$ cat src/rtl/e6_timer_ctrl.sv
// Timer control core: register-strobe client, prescaler plus down-counter FSM, and interrupt pend/ack/enable logic.
// Latency: read data and valid arrive 1 cycle after reg_rd_en; irq and running are registered, 1 cycle after their source state.
// Backpressure: none; every strobe is accepted in the cycle it is presented.
module e6_timer_ctrl #(
    parameter int CNT_W           = 32,
    parameter int ADDR_W          = 5,
    parameter bit IRQ_ACTIVE_HIGH = 1'b1
) (
    input  logic              ACLK,
    input  logic              ARESET,
    input  logic              reg_wr_en,
    input  logic [ADDR_W-1:0] reg_wr_addr,
    input  logic [31:0]       reg_wr_data,
    input  logic              reg_rd_en,
    input  logic [ADDR_W-1:0] reg_rd_addr,
    output logic [31:0]       reg_rd_data,
    output logic              reg_rd_valid,
    output logic              running,
    output logic              irq
);

    typedef enum logic {S_IDLE, S_RUN} state_t;

    // Word indices of the register map (byte address bits [1:0] are ignored).
    localparam logic [ADDR_W-3:0] A_CTRL  = (ADDR_W-2)'(0);
    localparam logic [ADDR_W-3:0] A_LOAD  = (ADDR_W-2)'(1);
    localparam logic [ADDR_W-3:0] A_PRESC = (ADDR_W-2)'(2);
    localparam logic [ADDR_W-3:0] A_COUNT = (ADDR_W-2)'(3);
    localparam logic [ADDR_W-3:0] A_GIE   = (ADDR_W-2)'(4);
    localparam logic [ADDR_W-3:0] A_IER   = (ADDR_W-2)'(5);
    localparam logic [ADDR_W-3:0] A_ISR   = (ADDR_W-2)'(6);

    localparam logic IRQ_IDLE_LVL = IRQ_ACTIVE_HIGH ? 1'b0 : 1'b1;

    state_t             state_q, state_d;
    logic               periodic_q, periodic_d;
    logic [CNT_W-1:0]   load_q, load_d;
    logic [CNT_W-1:0]   presc_q, presc_d;
    logic [CNT_W-1:0]   count_q, count_d;
    logic [CNT_W-1:0]   pcnt_q, pcnt_d;
    logic               gie_q, gie_d;
    logic [1:0]         ier_q, ier_d;
    logic [1:0]         isr_q, isr_d;
    logic               irq_q, irq_d;
    logic               running_q, running_d;
    logic [31:0]        rd_data_q, rd_data_d;
    logic               rd_valid_q, rd_valid_d;

    logic [ADDR_W-3:0]  wr_idx, rd_idx;
    logic               start_wr, stop_wr, expire, irq_active;
    logic [1:0]         isr_clr;
    logic               unused_addr_bits;

    assign wr_idx = reg_wr_addr[ADDR_W-1:2];
    assign rd_idx = reg_rd_addr[ADDR_W-1:2];
    assign unused_addr_bits = ^{reg_wr_addr[1:0], reg_rd_addr[1:0]};

    // Register writes, counter FSM, interrupt pend/ack and read mux.
    always_comb begin
        state_d    = state_q;
        periodic_d = periodic_q;
        load_d     = load_q;
        presc_d    = presc_q;
        count_d    = count_q;
        pcnt_d     = pcnt_q;
        gie_d      = gie_q;
        ier_d      = ier_q;
        expire     = 1'b0;
        rd_data_d  = 32'd0;
        rd_valid_d = reg_rd_en;

        start_wr = reg_wr_en && (wr_idx == A_CTRL) && reg_wr_data[0];
        stop_wr  = reg_wr_en && (wr_idx == A_CTRL) && reg_wr_data[1];
        isr_clr  = (reg_wr_en && (wr_idx == A_ISR)) ? reg_wr_data[1:0] : 2'b00;

        if (reg_wr_en) begin
            case (wr_idx)
                A_CTRL:  periodic_d = reg_wr_data[2];
                A_LOAD:  load_d     = reg_wr_data[CNT_W-1:0];
                A_PRESC: presc_d    = reg_wr_data[CNT_W-1:0];
                A_GIE:   gie_d      = reg_wr_data[0];
                A_IER:   ier_d      = reg_wr_data[1:0];
                default: ;
            endcase
        end

        // The FSM works from the registered LOAD/PRESC/PERIODIC, so writes
        // during RUN only matter at the next tick comparison or reload.
        case (state_q)
            S_IDLE: begin
                if (start_wr && !stop_wr) begin
                    state_d = S_RUN;
                    count_d = load_q;
                    pcnt_d  = '0;
                end
            end
            S_RUN: begin
                if (stop_wr) begin
                    state_d = S_IDLE;
                    pcnt_d  = '0;
                end else if (start_wr) begin
                    count_d = load_q;
                    pcnt_d  = '0;
                end else if (pcnt_q == presc_q) begin
                    pcnt_d = '0;
                    if (count_q != '0) begin
                        count_d = count_q - 1'b1;
                    end else begin
                        expire = 1'b1;
                        if (periodic_q) count_d = load_q;
                        else            state_d = S_IDLE;
                    end
                end else begin
                    pcnt_d = pcnt_q + 1'b1;
                end
            end
            default: state_d = S_IDLE;
        endcase

        // Set beats a coincident write-1-to-clear; OVR looks at EXP before any ack.
        isr_d = (isr_q & ~isr_clr) | {expire & isr_q[0], expire};

        irq_active = gie_q & (|(isr_q & ier_q));
        irq_d      = IRQ_ACTIVE_HIGH ? irq_active : ~irq_active;
        running_d  = (state_d == S_RUN);

        if (reg_rd_en) begin
            case (rd_idx)
                A_CTRL:  rd_data_d = {29'd0, periodic_q, 2'b00};
                A_LOAD:  rd_data_d = 32'(load_q);
                A_PRESC: rd_data_d = 32'(presc_q);
                A_COUNT: rd_data_d = 32'(count_q);
                A_GIE:   rd_data_d = {31'd0, gie_q};
                A_IER:   rd_data_d = {30'd0, ier_q};
                A_ISR:   rd_data_d = {30'd0, isr_q};
                default: rd_data_d = 32'd0;
            endcase
        end
    end

    // State register with synchronous reset.
    always_ff @(posedge ACLK) begin
        if (ARESET) begin
            state_q    <= S_IDLE;
            periodic_q <= 1'b0;
            load_q     <= '0;
            presc_q    <= '0;
            count_q    <= '0;
            pcnt_q     <= '0;
            gie_q      <= 1'b0;
            ier_q      <= 2'b00;
            isr_q      <= 2'b00;
            irq_q      <= IRQ_IDLE_LVL;
            running_q  <= 1'b0;
            rd_data_q  <= 32'd0;
            rd_valid_q <= 1'b0;
        end else begin
            state_q    <= state_d;
            periodic_q <= periodic_d;
            load_q     <= load_d;
            presc_q    <= presc_d;
            count_q    <= count_d;
            pcnt_q     <= pcnt_d;
            gie_q      <= gie_d;
            ier_q      <= ier_d;
            isr_q      <= isr_d;
            irq_q      <= irq_d;
            running_q  <= running_d;
            rd_data_q  <= rd_data_d;
            rd_valid_q <= rd_valid_d;
        end
    end

    assign reg_rd_data  = rd_data_q;
    assign reg_rd_valid = rd_valid_q;
    assign running      = running_q;
    assign irq          = irq_q;

endmodule

$ cat config.mk
export PLATFORM = sky130hd
export DESIGN_NAME = e6_timer_ctrl
export DESIGN_NICKNAME = d
export VERILOG_FILES = /design/src/rtl/e6_timer_ctrl.sv
export SDC_FILE = /design/constraint.sdc
export NUM_CORES = 1
export LEC_CHECK = 0
export ABC_CLOCK_PERIOD_IN_PS = 3600
export BUFFER_PORTS_ARGS = -buffer_cell sky130_fd_sc_hd__buf_2
export CORE_ASPECT_RATIO = 0.75
export CORE_UTILIZATION = 35
export CTS_CLUSTER_DIAMETER = 80
export DETAILED_ROUTE_END_ITERATION = 10
export GPL_TIMING_DRIVEN = 1
export PLACE_DENSITY = 0.5
export SETUP_SLACK_MARGIN = 0.3
export SLEW_MARGIN = 10
export SYNTH_ARGS = -nofsm -noshare
export SYNTH_HDL_FRONTEND = slang
export SYNTH_SLANG_ARGS = --single-unit
$ cat constraint.sdc
create_clock -name ACLK -period 3.6 [get_ports ACLK]
set_input_delay 0.18 -clock ACLK [delete_from_list [all_inputs] [get_ports ACLK]]
set_output_delay 0.18 -clock ACLK [all_outputs]
set_load 0.01 [all_outputs]
==> flow_summary.toml <==
[run_status]
outcome = "complete, no violations"

[placed_design]
portBuffers = 76
detailed_place_hpwl_mm = 18.4
gp_congestion = 0.893

[worst_setup_path]
crit_path_end = "count_q[29]"
r2r_slack_ns = 0.64
crit_type = "flip-flop to flip-flop"
reg2reg_to = "count_q[29]"
r2r_cells = 6
crit_required_ns = 3.95
worstReg2RegStart = "pcnt_q[13]"
cp_max_fo = 10
crit_path_start = "pcnt_q[13]"
cp-start-kind = "flip-flop"
end_kind = "flip-flop"
arrival_ns = 3.30

[synth]
yosys.area_share.adder = 0.00442
yosysWarnings = 0
yosysUniqueCellTypes = 72
ys_top_cells_by_area = "dfxtp_1, nand2_1, a21oi_1"
ys_ff_latch = 169
synth_fp_nets = 1108
synth-simple-area-share = 0.227
synth_top_family_by_area = "compound AO/OA/AOI/OAI gates"
ys_async_sr_fraction = 0
yosysTopAreaCell = "dfxtp_1"
postSynthAreaPerCell_um2 = 8.01
netlist_area_um2 = 8480
netlist_instances = 1059
synth_compound_area_frac = 0.230
synth_top_area_frac = 0.399
yosysSeqAreaShare = 0.399
synth_edf_count = 0
synth_flop_cell = "dfxtp_1"
synth-xor-area-share = 0.0330
muxShareOfSynthArea = 0.0521

[sta]
fmax_ghz = 0.338
setup_violations = 0
tightestPinTransition_ns = 0.976
rsz0062_at_grt = "no"
period_minus_slack_ns = 2.96
drv_slew = 0
fin_skew_ns = 0.0112
max_slew_margin = 0.350
finalHoldViolCount = 0
finalCritPeriodShare = 0.822
tns_ns = 0

[floorplanning]
core_area_um2 = 23400
floorplan.initialDensity = 0.362
fp.dieH_um = 137
dieArea_um2 = 24900
die_x_um = 182
rows = 48
io_pins = 81

[power]
p_switching_w = 0.000995
clockPowerShare = 0.479
switching_share = 0.235
p_leak_nw = 3.69
intPower_w = 0.00324
ir_worst_vdd_uv = 336
seqPwrFrac = 0.451
p_comb_frac = 0.070
power_density_nw_per_um2 = 425

[final_layout]
syn_to_final_growth_pct = 17.5
nets = 1164
final_util = 0.426
layout_common_cells = "nand2_1, dfxtp_1, a21oi_1, nor2_1, buf_2"
n_antenna_cell = 0
drive_above_1_share = 0.165
layout_commonest_cell = "nand2_1"

[worst_hold_path]
hp-class = "input pin to flip-flop"

[routing]
postRouteAntennaNets = 0
viasPerCell = 5.61
drtIter0Drc = 690
num_vias = 8005
first_pass_iters = 7
wire_per_inst_um = 19.5
wl_mm = 27.8
drc = 0

[clock_tree]
clk_latency_ns = 0.44
cts_tree = "done"
htreeDepth = 4
cts_resized = 0
post-cts-setup-buffers = 0
clockBufferDepth = 2
clockRootBuffer = "clkbuf_16"
clk_pin_slew_ns = 0.07
numCtsBuffers = 17
clock_sinks = 169

[global_route]
antenna_found_initial = 0
grt_pass1_wl_mm = 43.5
grt_max_degree = 84
grt_use_total = 0.230
overflow = 0
grt_pass1_vias = 7311

[run]
cap_violations = 0
-- timing repair --
item	4_1_cts	5_1_grt
setup endpoints to repair	0	0
hold buffers	27	0
endpoints found under the hold margin	47	0
-- Yosys cell counts, drive strengths merged (9+ instances only) --
cell type,n
nand2,197
dfxtp,169
a21oi,145
nor2,80
clkbuf,55
a22oi,32
xor2,32
mux2,31
buf,30
nand3,24
nor3,24
a311oi,23
inv,21
nor4,18
o32ai,17
nand4,16
o21ai,16
a31oi,12
and3,11
or3,9
-- how the worst min path moves through the flow --
stage | start | end | cells after the start
finish | reg_wr_data[27] | load_q[27] | 3
global route | reg_wr_data[27] | load_q[27] | 3
CTS | reg_wr_data[31] | presc_q[31] | 3
floorplan | reg_rd_addr[4] | reg_rd_data[1] | 1
global placement | reg_wr_data[7] | load_q[7] | 3
detailed placement | reg_wr_data[5] | load_q[5] | 3
-- through the flow --
step                      worst slack [ns]  hold WS, ns  std cells  power, W  area, µm²
final                                0.641       0.0114       1427   0.00424       9970
after floorplan                       1.34        0.275       1059   0.00211       8480
after global placement               0.746        0.435       1369   0.00222       9060
after detailed placement             0.718        0.438       1369   0.00222       9060
after CTS                            0.691      0.00194       1427   0.00427       9970
after global routing                 0.477      0.00402       1427   0.00439       9970
-- routing by layer --
metal  part of all wire  global-route usage
met1               0.52               0.352
met3              0.060              0.0447
met2               0.40               0.317
met5                  0                   0
met4              0.018              0.0706
-- critical path, stage by stage, from the launching register on --
cell and delay [ns]:
dfxtp_1 0.51, xor2_1 0.15, nor4_1 0.62, and4_1 0.45, o2111a_1 0.62, o21ai_0 0.19
a221oi_2 0.31
-- cells by family after synthesis --
group | Yosys count
AO/OA/AOI/OAI | 297
XOR/XNOR | 32
adder cells (fa/ha/maj) | 3
buffers and inverters | 106
flip-flops | 169
multiplexers | 39
AND/OR/NAND/NOR | 413
-- state kept, by name (all words and copies together), names as in the netlist --
| register | count |
|---|---|
| count_q | 32 |
| gie_q | 1 |
| ier_q | 2 |
| irq | 1 |
| isr_q | 2 |
| load_q | 32 |
| pcnt_q | 32 |
| periodic_q | 1 |
| presc_q | 32 |
| reg_rd_data | 32 |
| reg_rd_valid | 1 |
| running | 1 |
-- layout make-up --
type / count / area (µm²)
Clock buffer: 24 / 502
Clock inverter: 7 / 138
Fill cell: 2418 / 13500
Inverter: 21 / 78.8
Multi-Input combinational cell: 784 / 4670
Sequential cell: 169 / 3380
Tap cell: 300 / 375
Timing Repair Buffer: 122 / 821
-- power by group through the flow --
stage	Combinational, W	Sequential [W]	Clock (W)
after floorplan	0.000164	0.00195	0
after global placement	0.000270	0.00195	0
after detailed placement	0.000271	0.00195	0
after CTS	0.000295	0.00191	0.00206
after global routing	0.000325	0.00191	0.00215
final	0.000297	0.00191	0.00203
No activity file was read; power rests on OpenSTA's default activity.
